## src/rtl/control_unit_pipelined_if.sv

```systemverilog
// ID-stage instruction fields from the hazard/datapath side, and pipelined control
// returned by the control unit.
interface control_unit_pipelined_if #(
   parameter int unsigned ALU_CTRL_W = 3
);
   logic [6:0]            op_d;
   logic [2:0]            funct3_d;
   logic [6:0]            funct7_d;
   logic                  stall_d;
   logic                  flush_e;
   logic [1:0]            imm_src_d;
   logic                  branch_d;
   logic                  jump_d;
   logic [ALU_CTRL_W-1:0] alu_control_e;
   logic                  alu_src_e;
   logic                  branch_e;
   logic                  jump_e;
   logic [1:0]            fpu_op_e;
   logic                  fpu_en_e;
   logic                  fpu_start_e;
   logic                  fpu_stall;
   logic                  mem_write_m;
   logic                  reg_write_w;
   logic                  freg_write_w;
   logic [1:0]            result_src_w;
   logic                  illegal_e;

   modport master (
      output op_d, funct3_d, funct7_d, stall_d, flush_e,
      input  imm_src_d, branch_d, jump_d, alu_control_e, alu_src_e, branch_e, jump_e,
             fpu_op_e, fpu_en_e, fpu_start_e, fpu_stall, mem_write_m, reg_write_w,
             freg_write_w, result_src_w, illegal_e
   );

   modport slave (
      input  op_d, funct3_d, funct7_d, stall_d, flush_e,
      output imm_src_d, branch_d, jump_d, alu_control_e, alu_src_e, branch_e, jump_e,
             fpu_op_e, fpu_en_e, fpu_start_e, fpu_stall, mem_write_m, reg_write_w,
             freg_write_w, result_src_w, illegal_e
   );
endinterface

```

## src/rtl/control_unit_pipelined.sv

```systemverilog
// RV32 control unit: ID decode, ID/EX -> EX/MEM -> MEM/WB control pipeline and
// the multi-cycle FPU sequencer that freezes the front end during fmul/fdiv.
module control_unit_pipelined #(
   parameter int unsigned ALU_CTRL_W = 3,
   parameter int unsigned FPU_LAT    = 4,
   parameter int unsigned LAT_W      = 3
) (
   input logic                    clk,
   input logic                    reset_n,
   control_unit_pipelined_if.slave bus
);
   localparam logic [6:0] OPC_LW  = 7'b0000011;
   localparam logic [6:0] OPC_SW  = 7'b0100011;
   localparam logic [6:0] OPC_R   = 7'b0110011;
   localparam logic [6:0] OPC_I   = 7'b0010011;
   localparam logic [6:0] OPC_BEQ = 7'b1100011;
   localparam logic [6:0] OPC_JAL = 7'b1101111;
   localparam logic [6:0] OPC_FP  = 7'b1010011;

   typedef struct packed {
      logic                  reg_write;
      logic                  freg_write;
      logic [1:0]            result_src;
      logic                  mem_write;
      logic                  branch;
      logic                  jump;
      logic                  alu_src;
      logic [ALU_CTRL_W-1:0] alu_ctrl;
      logic                  fpu_en;
      logic [1:0]            fpu_op;
      logic                  illegal;
   } ctrl_t;

   typedef struct packed {
      logic       reg_write;
      logic       freg_write;
      logic [1:0] result_src;
      logic       mem_write;
   } mem_ctrl_t;

   typedef struct packed {
      logic       reg_write;
      logic       freg_write;
      logic [1:0] result_src;
   } wb_ctrl_t;

   typedef enum logic {S_IDLE, S_BUSY} fpu_state_e;

   ctrl_t      dec;
   logic [1:0] imm_src;
   logic [1:0] alu_op;
   logic [2:0] alu_code;
   logic       alu_illegal;

   ctrl_t      idex_q, idex_d;
   mem_ctrl_t  exmem_q, exmem_d;
   wb_ctrl_t   memwb_q, memwb_d;

   fpu_state_e state_q, state_d;
   logic [LAT_W-1:0] cnt_q, cnt_d;
   logic       fpu_start;
   logic       fpu_stall;

   // Main decode
   always_comb begin
      dec     = '0;
      imm_src = 2'b00;
      alu_op  = 2'b00;
      case (bus.op_d)
         OPC_LW: begin
            dec.reg_write  = 1'b1;
            dec.alu_src    = 1'b1;
            dec.result_src = 2'b01;
         end
         OPC_SW: begin
            imm_src       = 2'b01;
            dec.alu_src   = 1'b1;
            dec.mem_write = 1'b1;
         end
         OPC_R: begin
            dec.reg_write = 1'b1;
            alu_op        = 2'b10;
         end
         OPC_I: begin
            dec.reg_write = 1'b1;
            dec.alu_src   = 1'b1;
            alu_op        = 2'b10;
         end
         OPC_BEQ: begin
            imm_src    = 2'b10;
            dec.branch = 1'b1;
            alu_op     = 2'b01;
         end
         OPC_JAL: begin
            dec.reg_write  = 1'b1;
            imm_src        = 2'b11;
            dec.jump       = 1'b1;
            dec.result_src = 2'b10;
         end
         OPC_FP: begin
            case (bus.funct7_d)
               7'b0000000, 7'b0000100, 7'b0001000, 7'b0001100: begin
                  dec.freg_write = 1'b1;
                  dec.result_src = 2'b11;
                  dec.fpu_en     = 1'b1;
                  dec.fpu_op     = bus.funct7_d[3:2];
               end
               default: dec.illegal = 1'b1;
            endcase
         end
         default: dec.illegal = 1'b1;
      endcase

      alu_code    = 3'b000;
      alu_illegal = 1'b0;
      case (alu_op)
         2'b00: alu_code = 3'b000;
         2'b01: alu_code = 3'b001;
         default: begin
            case (bus.funct3_d)
               3'b000: alu_code = (bus.op_d[5] & bus.funct7_d[5]) ? 3'b001 : 3'b000;
               3'b010: alu_code = 3'b101;
               3'b110: alu_code = 3'b011;
               3'b111: alu_code = 3'b010;
               default: begin
                  alu_code    = 3'b000;
                  alu_illegal = 1'b1;
               end
            endcase
         end
      endcase
      dec.alu_ctrl = ALU_CTRL_W'(alu_code);
      dec.illegal  = dec.illegal | alu_illegal;
   end

   // FPU sequencer: stall is raised in the start cycle of a long op so it never leaves EX early
   always_comb begin
      state_d   = state_q;
      cnt_d     = cnt_q;
      fpu_start = 1'b0;
      fpu_stall = 1'b0;
      case (state_q)
         S_IDLE: begin
            if (idex_q.fpu_en) begin
               fpu_start = 1'b1;
               if (idex_q.fpu_op[1]) begin
                  fpu_stall = 1'b1;
                  state_d   = S_BUSY;
                  cnt_d     = LAT_W'(FPU_LAT - 1);
               end
            end
         end
         S_BUSY: begin
            if (cnt_q == LAT_W'(1)) begin
               state_d = S_IDLE;
               cnt_d   = '0;
            end else begin
               fpu_stall = 1'b1;
               cnt_d     = cnt_q - 1'b1;
            end
         end
         default: begin
            state_d = S_IDLE;
            cnt_d   = '0;
         end
      endcase
   end

   always_comb begin
      if (bus.flush_e) begin
         idex_d = '0;
      end else if (fpu_stall) begin
         idex_d = idex_q;
      end else if (bus.stall_d) begin
         idex_d = '0;
      end else begin
         idex_d = dec;
      end

      exmem_d = '0;
      if (!fpu_stall) begin
         exmem_d.reg_write  = idex_q.reg_write;
         exmem_d.freg_write = idex_q.freg_write;
         exmem_d.result_src = idex_q.result_src;
         exmem_d.mem_write  = idex_q.mem_write;
      end

      memwb_d.reg_write  = exmem_q.reg_write;
      memwb_d.freg_write = exmem_q.freg_write;
      memwb_d.result_src = exmem_q.result_src;
   end

   always_ff @(posedge clk) begin
      if (!reset_n) begin
         state_q <= S_IDLE;
         cnt_q   <= '0;
         idex_q  <= '0;
         exmem_q <= '0;
         memwb_q <= '0;
      end else begin
         state_q <= state_d;
         cnt_q   <= cnt_d;
         idex_q  <= idex_d;
         exmem_q <= exmem_d;
         memwb_q <= memwb_d;
      end
   end

   assign bus.imm_src_d     = imm_src;
   assign bus.branch_d      = dec.branch;
   assign bus.jump_d        = dec.jump;
   assign bus.alu_control_e = idex_q.alu_ctrl;
   assign bus.alu_src_e     = idex_q.alu_src;
   assign bus.branch_e      = idex_q.branch;
   assign bus.jump_e        = idex_q.jump;
   assign bus.fpu_op_e      = idex_q.fpu_op;
   assign bus.fpu_en_e      = idex_q.fpu_en;
   assign bus.illegal_e     = idex_q.illegal;
   assign bus.fpu_start_e   = fpu_start;
   assign bus.fpu_stall     = fpu_stall;
   assign bus.mem_write_m   = exmem_q.mem_write;
   assign bus.reg_write_w   = memwb_q.reg_write;
   assign bus.freg_write_w  = memwb_q.freg_write;
   assign bus.result_src_w  = memwb_q.result_src;
endmodule

```

## src/flat_wrapper.sv

```systemverilog
// flat-port wrapper written by rule: the top's interface ports become plain ports
module control_unit_pipelined_flat 
#(
   parameter int unsigned ALU_CTRL_W = 3,
   parameter int unsigned FPU_LAT    = 4,
   parameter int unsigned LAT_W      = 3
)
  (clk, reset_n, bus_op_d, bus_funct3_d, bus_funct7_d, bus_stall_d, bus_flush_e, bus_imm_src_d, bus_branch_d, bus_jump_d, bus_alu_control_e, bus_alu_src_e, bus_branch_e, bus_jump_e, bus_fpu_op_e, bus_fpu_en_e, bus_fpu_start_e, bus_fpu_stall, bus_mem_write_m, bus_reg_write_w, bus_freg_write_w, bus_result_src_w, bus_illegal_e);
  control_unit_pipelined_if #(.ALU_CTRL_W(ALU_CTRL_W)) bus_i ();
  input logic clk;
  input logic reset_n;
  input wire logic [$bits(bus_i.op_d)-1:0] bus_op_d;
  input wire logic [$bits(bus_i.funct3_d)-1:0] bus_funct3_d;
  input wire logic [$bits(bus_i.funct7_d)-1:0] bus_funct7_d;
  input wire logic [$bits(bus_i.stall_d)-1:0] bus_stall_d;
  input wire logic [$bits(bus_i.flush_e)-1:0] bus_flush_e;
  output wire logic [$bits(bus_i.imm_src_d)-1:0] bus_imm_src_d;
  output wire logic [$bits(bus_i.branch_d)-1:0] bus_branch_d;
  output wire logic [$bits(bus_i.jump_d)-1:0] bus_jump_d;
  output wire logic [$bits(bus_i.alu_control_e)-1:0] bus_alu_control_e;
  output wire logic [$bits(bus_i.alu_src_e)-1:0] bus_alu_src_e;
  output wire logic [$bits(bus_i.branch_e)-1:0] bus_branch_e;
  output wire logic [$bits(bus_i.jump_e)-1:0] bus_jump_e;
  output wire logic [$bits(bus_i.fpu_op_e)-1:0] bus_fpu_op_e;
  output wire logic [$bits(bus_i.fpu_en_e)-1:0] bus_fpu_en_e;
  output wire logic [$bits(bus_i.fpu_start_e)-1:0] bus_fpu_start_e;
  output wire logic [$bits(bus_i.fpu_stall)-1:0] bus_fpu_stall;
  output wire logic [$bits(bus_i.mem_write_m)-1:0] bus_mem_write_m;
  output wire logic [$bits(bus_i.reg_write_w)-1:0] bus_reg_write_w;
  output wire logic [$bits(bus_i.freg_write_w)-1:0] bus_freg_write_w;
  output wire logic [$bits(bus_i.result_src_w)-1:0] bus_result_src_w;
  output wire logic [$bits(bus_i.illegal_e)-1:0] bus_illegal_e;
  assign bus_i.op_d = bus_op_d;
  assign bus_i.funct3_d = bus_funct3_d;
  assign bus_i.funct7_d = bus_funct7_d;
  assign bus_i.stall_d = bus_stall_d;
  assign bus_i.flush_e = bus_flush_e;
  assign bus_imm_src_d = bus_i.imm_src_d;
  assign bus_branch_d = bus_i.branch_d;
  assign bus_jump_d = bus_i.jump_d;
  assign bus_alu_control_e = bus_i.alu_control_e;
  assign bus_alu_src_e = bus_i.alu_src_e;
  assign bus_branch_e = bus_i.branch_e;
  assign bus_jump_e = bus_i.jump_e;
  assign bus_fpu_op_e = bus_i.fpu_op_e;
  assign bus_fpu_en_e = bus_i.fpu_en_e;
  assign bus_fpu_start_e = bus_i.fpu_start_e;
  assign bus_fpu_stall = bus_i.fpu_stall;
  assign bus_mem_write_m = bus_i.mem_write_m;
  assign bus_reg_write_w = bus_i.reg_write_w;
  assign bus_freg_write_w = bus_i.freg_write_w;
  assign bus_result_src_w = bus_i.result_src_w;
  assign bus_illegal_e = bus_i.illegal_e;
  control_unit_pipelined #(.ALU_CTRL_W(ALU_CTRL_W), .FPU_LAT(FPU_LAT), .LAT_W(LAT_W)) u_core (.clk(clk), .reset_n(reset_n), .bus(bus_i));
endmodule
```

## config.mk

```make
export PLATFORM = sky130hd
export DESIGN_NAME = control_unit_pipelined_flat
export DESIGN_NICKNAME = d
export VERILOG_FILES = /design/src/rtl/control_unit_pipelined_if.sv /design/src/rtl/control_unit_pipelined.sv /design/src/flat_wrapper.sv
export SDC_FILE = /design/constraint.sdc
export NUM_CORES = 1
export LEC_CHECK = 0
export BUFFER_PORTS_ARGS = -buffer_cell sky130_fd_sc_hd__buf_2
export CAP_MARGIN = 20
export CORE_UTILIZATION = 30
export DETAILED_ROUTE_END_ITERATION = 8
export SLEW_MARGIN = 20
export SYNTH_ARGS = -nofsm -noshare
export SYNTH_HDL_FRONTEND = slang
export SYNTH_SLANG_ARGS = --single-unit
```

## constraint.sdc

```tcl
create_clock -name clk -period 2 [get_ports clk]
set_clock_uncertainty 0.2 [all_clocks]
set_input_delay 0.3 -clock clk [delete_from_list [all_inputs] [get_ports clk]]
set_output_delay 0.3 -clock clk [all_outputs]
set_load 0.05 [all_outputs]
```

Yosys cells after proc, flatten, opt, wreduce, memory -nomap -nowiden. Index checks and enable logic that the tools add are counted.

Multiplexer cells: 30. Bitwise gates (word level): 4. Reduce and logical (&&, ||, !) cells: 13. Add/sub/neg operators: 1. Equal/unequal tests: 17.

Operators with widths (count): $eq A7 B7 Y1 const B (3); $mux W3 (6); $mux W1 (15); $mux W15 (1); $eq A7 B4 Y1 const B (2); $eq A7 B6 Y1 const B (2); $pmux W2 S3 (2); $pmux W3 S2 (2); $pmux W3 S4 (1); $reduce_or A4 Y1 (3); $reduce_or A2 Y1 (4); $eq A7 B2 Y1 const B (1); $eq A7 B3 Y1 const B (1); $eq A7 B5 Y1 const B (1); $logic_not A7 Y1 (1); $eq A3 B3 Y1 const B (2); $reduce_or A6 Y1 (1); $ne A2 B1 Y1 const B (2); $pmux W1 S2 (2); $pmux W2 S2 (1); $eq A3 B1 Y1 const B (1); $eq A3 B2 Y1 const B (1); $logic_not A3 Y1 (1); $reduce_or A3 Y1 (1); other kinds (7) (8).

Register bits after elaboration: 28. Input bits: 21.

Depth between registers and ports, before layout. Gate-level depths: netlist of run 1.

Depth in word-level cells: 8. Depth in mapped cells: 8. Gate-level depth less buffers: 7.

Worst setup path before layout of run 1. OpenSTA, ideal clock, no wires.

Path kind: input port to output port. Start point: input bus_op_d[4]. End point: output bus_imm_src_d[0]. Data arrival time: 2.316 ns. Setup slack: -0.816 ns. Stages on the path: 4. Path through: buf_6 nand2b_1 nor3_1 or2_2.

Longest elaborated chain between the ends: 2.

RTL lines: from (decl) (RTL line flat_wrapper.sv:12) `input wire logic [$bits(bus_i.op_d)-1:0] bus_op_d;`; $eq A7 B7 Y1 / $eq A7 B6 Y1 (equally long branches) (RTL line control_unit_pipelined.sv:69) `case (bus.op_d)`; $pmux W2 S3 * (RTL line control_unit_pipelined.sv:69); to (decl) (RTL line flat_wrapper.sv:17) `output wire logic [$bits(bus_i.imm_src_d)-1:0] bus_imm_src_d;`.

Mark *: on every way between the ends. The rest lies on a longest branch, timed or not.

Worst setup path after layout of run 1.
Start point: register u_core.cnt_q[1]. End point: output bus_fpu_stall.

Longest elaborated chain between the ends: 3.

RTL lines: from (decl) (RTL line control_unit_pipelined.sv:60) `logic [LAT_W-1:0] cnt_q, cnt_d;`; from (signal assigned) (RTL line control_unit_pipelined.sv:202) `cnt_q <= cnt_d;`; $eq A3 B1 Y1 (RTL line control_unit_pipelined.sv:154) `if (cnt_q == LAT_W'(1)) begin`; $mux W1 (RTL line control_unit_pipelined.sv:154); $pmux W1 S2 (RTL line control_unit_pipelined.sv:142) `case (state_q)`; to (decl) (RTL line flat_wrapper.sv:27) `output wire logic [$bits(bus_i.fpu_stall)-1:0] bus_fpu_stall;`.

No other way between the ends.

==> results of run 1 <==
==> final timing paths <==
check | from | end | slack, ns
worst max register to register | u_core.cnt_q[0]$_SDFFE_PN0P_ | u_core.bus.alu_control_e[2]$_SDFFE_PP0N_ | 0.14
worst min register to register | u_core.exmem_q[3]$_SDFF_PP0_ | u_core.bus.freg_write_w$_SDFF_PN0_ | 0.24
worst min-delay path | bus_funct7_d[3] | u_core.bus.fpu_op_e[1]$_SDFFE_PP0N_ | 0.07
worst max-delay path | u_core.cnt_q[1]$_SDFFE_PN0P_ | bus_fpu_stall | 0.11
==> routing by layer <==
layer	vias up	part of all wire (%)	track usage, %
met5	-	0	0
met4	0	0.99	3.26
met3	4	5.8	4.69
met2	30	50	24.1
met1	483	43	14.6
li1	548	-	-
==> cells in the mapped netlist, drive strengths merged, types with 4 or more instances <==
cell,n
nor2b,4
nor2,7
inv,6
and2,4
dfxtp,27
a22oi,5
and3,7
buf,7
a21oi,10
nand2,15
==> flip-flops by register name (all words and copies together), names as in the netlist <==
| register | flops |
|---|---|
| u_core.idex_q | 5 |
| u_core.exmem_q | 4 |
| u_core.bus.alu_control_e | 3 |
| u_core.cnt_q | 3 |
| u_core.bus.fpu_op_e | 2 |
| u_core.bus.result_src_w | 2 |
| u_core.bus.alu_src_e | 1 |
| u_core.bus.branch_e | 1 |
| u_core.bus.freg_write_w | 1 |
| u_core.bus.illegal_e | 1 |
| u_core.bus.jump_e | 1 |
| u_core.bus.mem_write_m | 1 |
| u_core.bus.reg_write_w | 1 |
| u_core.state_q | 1 |
==> cell families (layout without fill, tap and decap cells) <==
logic type                 count (synthesis)  count (layout)
AOI/OAI and AO/OA                         29              29
adders and majority gates                  2               2
buffers and inverters                     15              59
DFF                                       27              27
muxes                                      1               1
and+or+nand+nor                           56              56
==> critical path, delay by kind of cell, from the launching register on <==
kind,cells,cell delay (ns)
adder cells (fa/ha/maj),1,0.23
buffers and inverters,3,0.34
flip-flops,1,0.34
AND/OR/NAND/NOR,2,0.21
==> stage by stage <==
stage               worst slack, ns  util (%)
detailed placement           0.0865      38.9
global placement              0.169      38.9
floorplan                    0.0561         -
global route               -0.00358      41.1
finish                        0.109      41.1
CTS                          0.0252      40.2
==> timing repair <==
item                       in CTS  in global routing
buffers inserted                0                  4
setup endpoints to repair       1                  4
pin swaps                       0                  1
gates resized for setup         2                  1
==> where the power goes <==
part           total, µW  switching [µW]  internal, µW
registers            539           0.847           538
clock network        299             157           142
logic               76.4            45.4          31.1
total                914             203           712
==> cell type report <==
cell class,count,area share [%]
clock buffers,4,2.93
inverters,6,1.46
multi-input cells,88,38.9
flip-flops and latches,27,35.2
well taps,48,3.90
repair buffers,49,17.6
==> flow_summary.toml, run 1 <==
[run_status]
status = "complete, no violations"

[finish]
diodes = 0
multi_input_area_um2 = 598
register_area_um2 = 542
final_common_cell = "buf_2"
instances_no_fill = 222
nFillCells = 397
final_area_um2 = 1540
drive_gt1_share_pct = 36.8
layout-area-overhead-vs-synth_pct = 27.9
layout.nets = 198
final_cell_mix = "40 x buf_2, 26 x dfxtp_1, 15 x nand2_1"

[clocking]
ctsHtreeMaxLevel = 1
cts_hold_buffers = 0
cts_tree = "built"
cts_root_buf = "clkbuf_8"
clock_latency_ns = 0.27
cts_buffers = 3
cts.clk_slew.worst_paths_ns = 0.08
cts.sinks = 27
clk_path_buf_depth = 2

[route]
wl_per_cell_um = 12.3
wl_um = 2730
num_vias = 1065
drt_iter0_markers = 17
drt_pre_antenna_iters = 4
postRouteAntennaNets = 0
remaining_drc_errors = 0
viasPerCell = 4.80

[setup_path]
max_stage_delay_ns = 0.34
ff2ff_path_depth = 5
startpoint_type = "flop"
cp_max_fo = 5
crit_type = "flop to output pin"
critPathRequiredTime_ns = 1.50
slowest_stage = "dfxtp_1"
crit_chain = "inv_1, ha_1, nand3b_4, nand2_1, inv_2, buf_6"
arrival_ns = 1.39
cp-end-kind = "output pin"

[synthesis]
synth_top_area_share_pct = 44.9
syn-num-nets = 153
yosysUniqueCellTypes = 39
synthCells = 130
synthAdderAreaFrac_pct = 2.08
synthXorXnorAreaFrac_pct = 0
synth_edf_count = 0
synth.largest_area_cell = "dfxtp_1"
yosys.area_share.simple_pct = 26.8
synthFlopType = "dfxtp_1"
ys_async_sr_fraction_pct = 0
synthTopCellsByArea = "dfxtp_1 45%, nand2_1 4.7%, a21oi_1 4.2%"
syn_avg_cell_area_um2 = 9.26
ys_warn_count = 0
synth_compound_area_share_pct = 18.0
synthMuxAreaShare_pct = 0.832
yosysSeqAreaShare_pct = 44.9
synth_seq_cells = 27
netlist_area_um2 = 1200
synth_top_family_by_area = "simple AND/OR/NAND/NOR gates"

[power_and_ir_drop]
power.leakage_uw = 0.000738
power_uw = 914
power.density_nw_per_um2 = 594
irDropWorstVdd_mv = 0.415

[grt]
overflow = 0
grt_pass1_wl_um = 4350
antenna_found_initial = 0
grt_start_max_net_pins = 16
first_global_vias = 1006
grt_use_total_pct = 13.3

[timing]
maxSlewViolCount = 0
worst_pin_slew_ns = 0.490
report.final.setup_viol = 0
hold_viol = 0
holdWs_ns = 0.0742
fin_crit_ns = 1.89
relSlewSlack_pct = 67.3
tns_ns = 0
max_freq_mhz = 529
min_period_over_period_pct = 94.6

[floorplan]
dieArea_um2 = 4270
row_count = 22
ios = 42
initial_core_util_pct = 32.2
placeableCoreArea_um2 = 3740
die_h_um = 65.3
die_w_um = 65.3

[place]
dpl.cell_count = 214
gp_congestion = 0.766
dp_hpwl_um = 2110
portBuffers = 41
place_area_um2 = 1460

[job]
cap_violations = 0

[worst_hold_path]
hp-class = "primary input to flop"
min_path_cells = 3
Note: power is estimated with default switching activity, not from simulation.
==> run 2, diff against run 1 <==
--- a/config.mk
+++ b/config.mk
@@ -7,8 +7,10 @@
 export LEC_CHECK = 0
 export BUFFER_PORTS_ARGS = -buffer_cell sky130_fd_sc_hd__buf_2
 export CAP_MARGIN = 20
-export CORE_UTILIZATION = 30
+export CORE_UTILIZATION = 48
 export DETAILED_ROUTE_END_ITERATION = 8
+export GPL_TIMING_DRIVEN = 1
+export PLACE_DENSITY = 0.77
 export SLEW_MARGIN = 20
 export SYNTH_ARGS = -nofsm -noshare
 export SYNTH_HDL_FRONTEND = slang
==> flow_summary.toml, run 2 (same netlist as run 1, synthesis figures left out) <==
[run_status]
status = "complete, no violations"

[clocking]
clock_latency_ns = 0.31
cts.clk_slew.worst_paths_ns = 0.13
cts_tree = "built"
clk_path_buf_depth = 2
cts.sinks = 27
cts_buffers = 3
cts_hold_buffers = 0
cts_root_buf = "clkbuf_4"
ctsHtreeMaxLevel = 1

[route]
postRouteAntennaNets = 0
remaining_drc_errors = 0
viasPerCell = 5.46
wl_um = 2470
num_vias = 1091
drt_pre_antenna_iters = 4
drt_iter0_markers = 31
wl_per_cell_um = 12.4

[place]
portBuffers = 41
dpl.cell_count = 193
dp_hpwl_um = 1910
gp_congestion = 0.776
place_area_um2 = 1430

[job]
cap_violations = 0

[setup_path]
crit_chain = "ha_2, nand3b_4, nand2_2, inv_2, buf_6"
cp-endpoint = "bus_fpu_stall"
arrival_ns = 1.40
r2r_slack_ns = 0.16
startpoint_type = "flop"
max_stage_delay_ns = 0.40
critPathRequiredTime_ns = 1.50
slowest_stage = "dfxtp_1"
r2r-end = "u_core.idex_q[11]$_SDFFE_PP0N_"
crit_type = "flop to output pin"
crit_start = "u_core.cnt_q[0]$_SDFFE_PN0P_"
reg2reg_from = "u_core.cnt_q[0]$_SDFFE_PN0P_"
cp_max_fo = 6
ff2ff_path_depth = 8
cp-end-kind = "output pin"

[power_and_ir_drop]
sw_frac_of_total_pct = 22.5
internal-power_uw = 648
power.density_nw_per_um2 = 564
clkPwrFrac_pct = 26.4
p_comb_share_pct = 9.1
seq_power_share_pct = 64.5
power_uw = 837
irDropWorstVdd_mv = 0.307
power_switching_uw = 189
power.leakage_uw = 0.000720

[floorplan]
die_h_um = 52.1
ios = 42
row_count = 17
dieArea_um2 = 2710
placeableCoreArea_um2 = 2300
die_w_um = 52.1
initial_core_util_pct = 52.4

[timing]
worst_pin_slew_ns = 0.389
max_freq_mhz = 526
maxSlewViolCount = 0
min_period_over_period_pct = 95.0
hold_viol = 0
relSlewSlack_pct = 74.1
fin_crit_ns = 1.90
tns_ns = 0
report.final.setup_viol = 0

[grt]
grt_pass1_wl_um = 4230
first_global_vias = 1029
antenna_found_initial = 0
overflow = 0
grt_start_max_net_pins = 16
grt_use_total_pct = 20.8

[finish]
nFillCells = 202
final_cell_mix = "40 x buf_2, 26 x dfxtp_1, 14 x nand2_1"
layout-area-overhead-vs-synth_pct = 23.4
largestRegisters = "u_core.idex_q x5, u_core.exmem_q x4"
largest_reg_flops = 5
drive_gt1_share_pct = 37.2
final_area_um2 = 1490
final_common_cell = "buf_2"
largest-register = "u_core.idex_q"
diodes = 0
layout.nets = 196
instances_no_fill = 200

[worst_hold_path]
hp-class = "primary input to flop"
[run 2: cell type report]
class | instances | area [µm²] | area share (%)
Timing Repair Buffer | 47 | 256 | 17.3
Multi-Input combinational cell | 88 | 603 | 40.6
Sequential cell | 27 | 542 | 36.5
Clock buffer | 4 | 26.3 | 1.77
Inverter | 6 | 22.5 | 1.52
Tap cell | 28 | 35.0 | 2.36
[run 2: metrics by stage]
stage	util, %	hold WS (ns)	worst slack [ns]
floorplan	-	0.212	0.0561
global placement	62.0	0.213	0.141
detailed placement	62.0	0.219	0.102
CTS	63.8	0.0164	0.0208
global route	64.7	0.0326	-0.000471
finish	64.7	0.0258	0.0996
[run 2: worst min-delay path by stage]
| stage | from | to | slack [ns] | cells after the start |
|---|---|---|---|---|
| 2_1_floorplan | u_core.exmem_q[3]$_SDFF_PP0_ | u_core.bus.freg_write_w$_SDFF_PN0_ | 0.21 | 1 |
| 3_3_place_gp | u_core.exmem_q[3]$_SDFF_PP0_ | u_core.bus.freg_write_w$_SDFF_PN0_ | 0.21 | 1 |
| 3_5_place_dp | u_core.exmem_q[4]$_SDFF_PP0_ | u_core.bus.reg_write_w$_SDFF_PN0_ | 0.22 | 1 |
| 4_1_cts | bus_funct7_d[2] | u_core.bus.fpu_op_e[0]$_SDFFE_PP0N_ | 0.02 | 3 |
| 5_1_grt | bus_funct7_d[2] | u_core.bus.fpu_op_e[0]$_SDFFE_PP0N_ | 0.03 | 3 |
| 6_report | bus_funct7_d[2] | u_core.bus.fpu_op_e[0]$_SDFFE_PP0N_ | 0.03 | 3 |
[run 2: layer usage]
| layer | up-vias | global-route usage [%] | part of all wire (%) |
|---|---|---|---|
| li1 | 541 | - | - |
| met1 | 507 | 22.7 | 43 |
| met2 | 39 | 40.0 | 50 |
| met3 | 4 | 3.80 | 5.3 |
| met4 | 0 | 5.86 | 1.5 |
| met5 | - | 0 | 0 |
[run 2: critical path: cells and delay by family, from the launching register on]
family / cells / cell delay (ns)
simple gates: 2 / 0.24
flops: 1 / 0.40
buf+inv: 2 / 0.21
fa+ha+maj: 1 / 0.24
[run 2: power groups by stage]
stage	clock (µW)	sequential, µW	combinational, µW
floorplan	0	555	37.7
global placement	0	552	73.7
detailed placement	0	552	75.3
CTS	231	540	75.9
global route	254	540	84.6
finish	221	540	76.4
[run 2: what timing repair did]
| item | CTS | global route |
|---|---|---|
| pin swaps | 0 | 1 |
| setup buffers | 1 | 2 |
| gates resized for setup | 3 | 2 |
| setup endpoints to repair | 1 | 7 |
==> run 3, diff against run 2 <==
==> constraint.sdc (replaced) <==
create_clock -name clk -period 2 [get_ports clk]
set_clock_uncertainty 0.2 [all_clocks]
set_input_delay 0.3 -clock clk [delete_from_list [all_inputs] [get_ports clk]]
set_output_delay 0.3 -clock clk [all_outputs]
set_load 0.005 [all_outputs]
==> flow_summary.toml, run 3 (same netlist as run 1, synthesis figures left out) <==
[run_status]
status = "complete, no violations"

[clocking]
cts_root_buf = "clkbuf_4"
ctsHtreeMaxLevel = 1
cts.sinks = 27
cts_buffers = 3
clock_latency_ns = 0.33
cts_tree = "built"
cts.clk_slew.worst_paths_ns = 0.15
clk_path_buf_depth = 2

[setup_path]
cp-endpoint = "bus_imm_src_d[0]"
cp-end-kind = "output pin"
crit_start = "bus_op_d[4]"
reg2reg_from = "u_core.state_q$_SDFF_PN0_"
r2r_slack_ns = 0.19
cp_max_fo = 9
arrival_ns = 1.39
critPathRequiredTime_ns = 1.50
startpoint_type = "primary input"
ff2ff_path_depth = 5
crit_type = "primary input to output pin"
r2r-end = "u_core.bus.alu_control_e[2]$_SDFFE_PP0N_"

[route]
remaining_drc_errors = 0
num_vias = 1097
postRouteAntennaNets = 0
viasPerCell = 5.46
wl_per_cell_um = 12.9
drt_pre_antenna_iters = 4
wl_um = 2590
drt_iter0_markers = 27

[finish]
register_area_um2 = 542
final_cell_mix = "41 x buf_2, 26 x dfxtp_1, 14 x nand2_1"
layout-area-overhead-vs-synth_pct = 23.8
postLayoutCoreUtil_pct = 64.9
drive_gt1_share_pct = 35.8
largest-register = "u_core.idex_q"
layout.nets = 197
largest_reg_flops = 5
nFillCells = 205
multi_input_area_um2 = 594
largestRegisters = "u_core.idex_q x5, u_core.exmem_q x4"
final_area_um2 = 1490
diodes = 0
final_common_cell = "buf_2"

[floorplan]
row_count = 17
placeableCoreArea_um2 = 2300
initial_core_util_pct = 52.4
ios = 42
die_w_um = 52.1
die_h_um = 52.1
dieArea_um2 = 2710

[power_and_ir_drop]
power_uw = 852
power.leakage_uw = 0.000704
irDropWorstVdd_mv = 0.365
power.density_nw_per_um2 = 572

[timing]
min_period_over_period_pct = 94.7
hold_viol = 0
maxSlewViolCount = 0
rsz0062_at_grt = "no"
fin_crit_ns = 1.89
max_freq_mhz = 528
worst_pin_slew_ns = 0.450
report.final.setup_viol = 0
relSlewSlack_pct = 69.8
final.setup.worst_slack_ns = 0.106
tns_ns = 0

[grt]
first_global_vias = 1028
grt_pass1_wl_um = 4220
overflow = 0
antenna_found_initial = 0
grt_start_max_net_pins = 17
grt_use_total_pct = 20.9

[place]
portBuffers = 41
gp_congestion = 0.803
dp_hpwl_um = 1900
place_area_um2 = 1400
pre_cts_ws_ns = 0.0696

[job]
cap_violations = 0

[worst_hold_path]
hp-class = "primary input to flop"
[run 3: cell count changes in the layout (fill, tap and decap cells not counted), sizes merged]
cell / delta
clkinvlp: +2
dlygate4sd3: +2
buf: -1
clkbuf: -1
inv: -1
[run 3: report_power, final]
group	switching [µW]	leakage, µW	internal [µW]	total [µW]
combinational	38.7	0.000472	32.4	71.1
clock	164	0.0000139	76.6	241
sequential	0.763	0.000218	539	540
[run 3: stage by stage]
stage | std cells | hold slack, ns
3_5_place_dp | 193 | 0.227
4_1_cts | 199 | 0.00550
2_1_floorplan | 130 | 0.212
3_3_place_gp | 193 | 0.215
6_report | 201 | 0.0657
5_1_grt | 201 | 0.0785
[run 3: repair_timing]
action,CTS,global route
hold buffers,1,1
resized for setup,3,3
buffers inserted,1,1
endpoints found under the hold margin,1,1
endpoints found under the setup margin,1,6
pin swaps,0,3
[run 3: routing by layer]
layer / wire length (µm) / track usage (%) / share of wire [%]
met5: 0 / 0 / 0
met4: 38 / 10.4 / 1.5
met3: 128 / 4.09 / 4.9
met2: 1240 / 36.5 / 48
met1: 1180 / 24.0 / 46
[run 3: final cells by class]
type                    instances  share of cell area, %
flip-flops and latches         27                   36.4
clock inverters                 1                  0.504
repair buffers                 48                   17.6
multi-input cells              88                   39.9
clock buffers                   3                   1.51
inverters                       6                   1.76
well taps                      28                   2.35
[run 3: critical path, cell delays in order]
cell      delay, ns
buf_2          0.15
nand2b_1       0.23
nor3_1         0.42
or2_2          0.19
buf_2          0.10
[run 3: worst min-delay path by stage]
stage	start	endpoint	slack, ns	cells after the start
floorplan	u_core.exmem_q[3]$_SDFF_PP0_	u_core.bus.freg_write_w$_SDFF_PN0_	0.21	1
global placement	u_core.exmem_q[1]$_SDFF_PP0_	u_core.bus.result_src_w[0]$_SDFF_PN0_	0.22	1
detailed placement	u_core.exmem_q[1]$_SDFF_PP0_	u_core.bus.result_src_w[0]$_SDFF_PN0_	0.23	1
CTS	bus_funct7_d[3]	u_core.bus.fpu_op_e[1]$_SDFFE_PP0N_	0.005	3
global route	bus_funct3_d[0]	u_core.bus.alu_control_e[2]$_SDFFE_PP0N_	0.08	4
finish	bus_funct3_d[1]	u_core.bus.alu_control_e[1]$_SDFFE_PP0N_	0.07	3
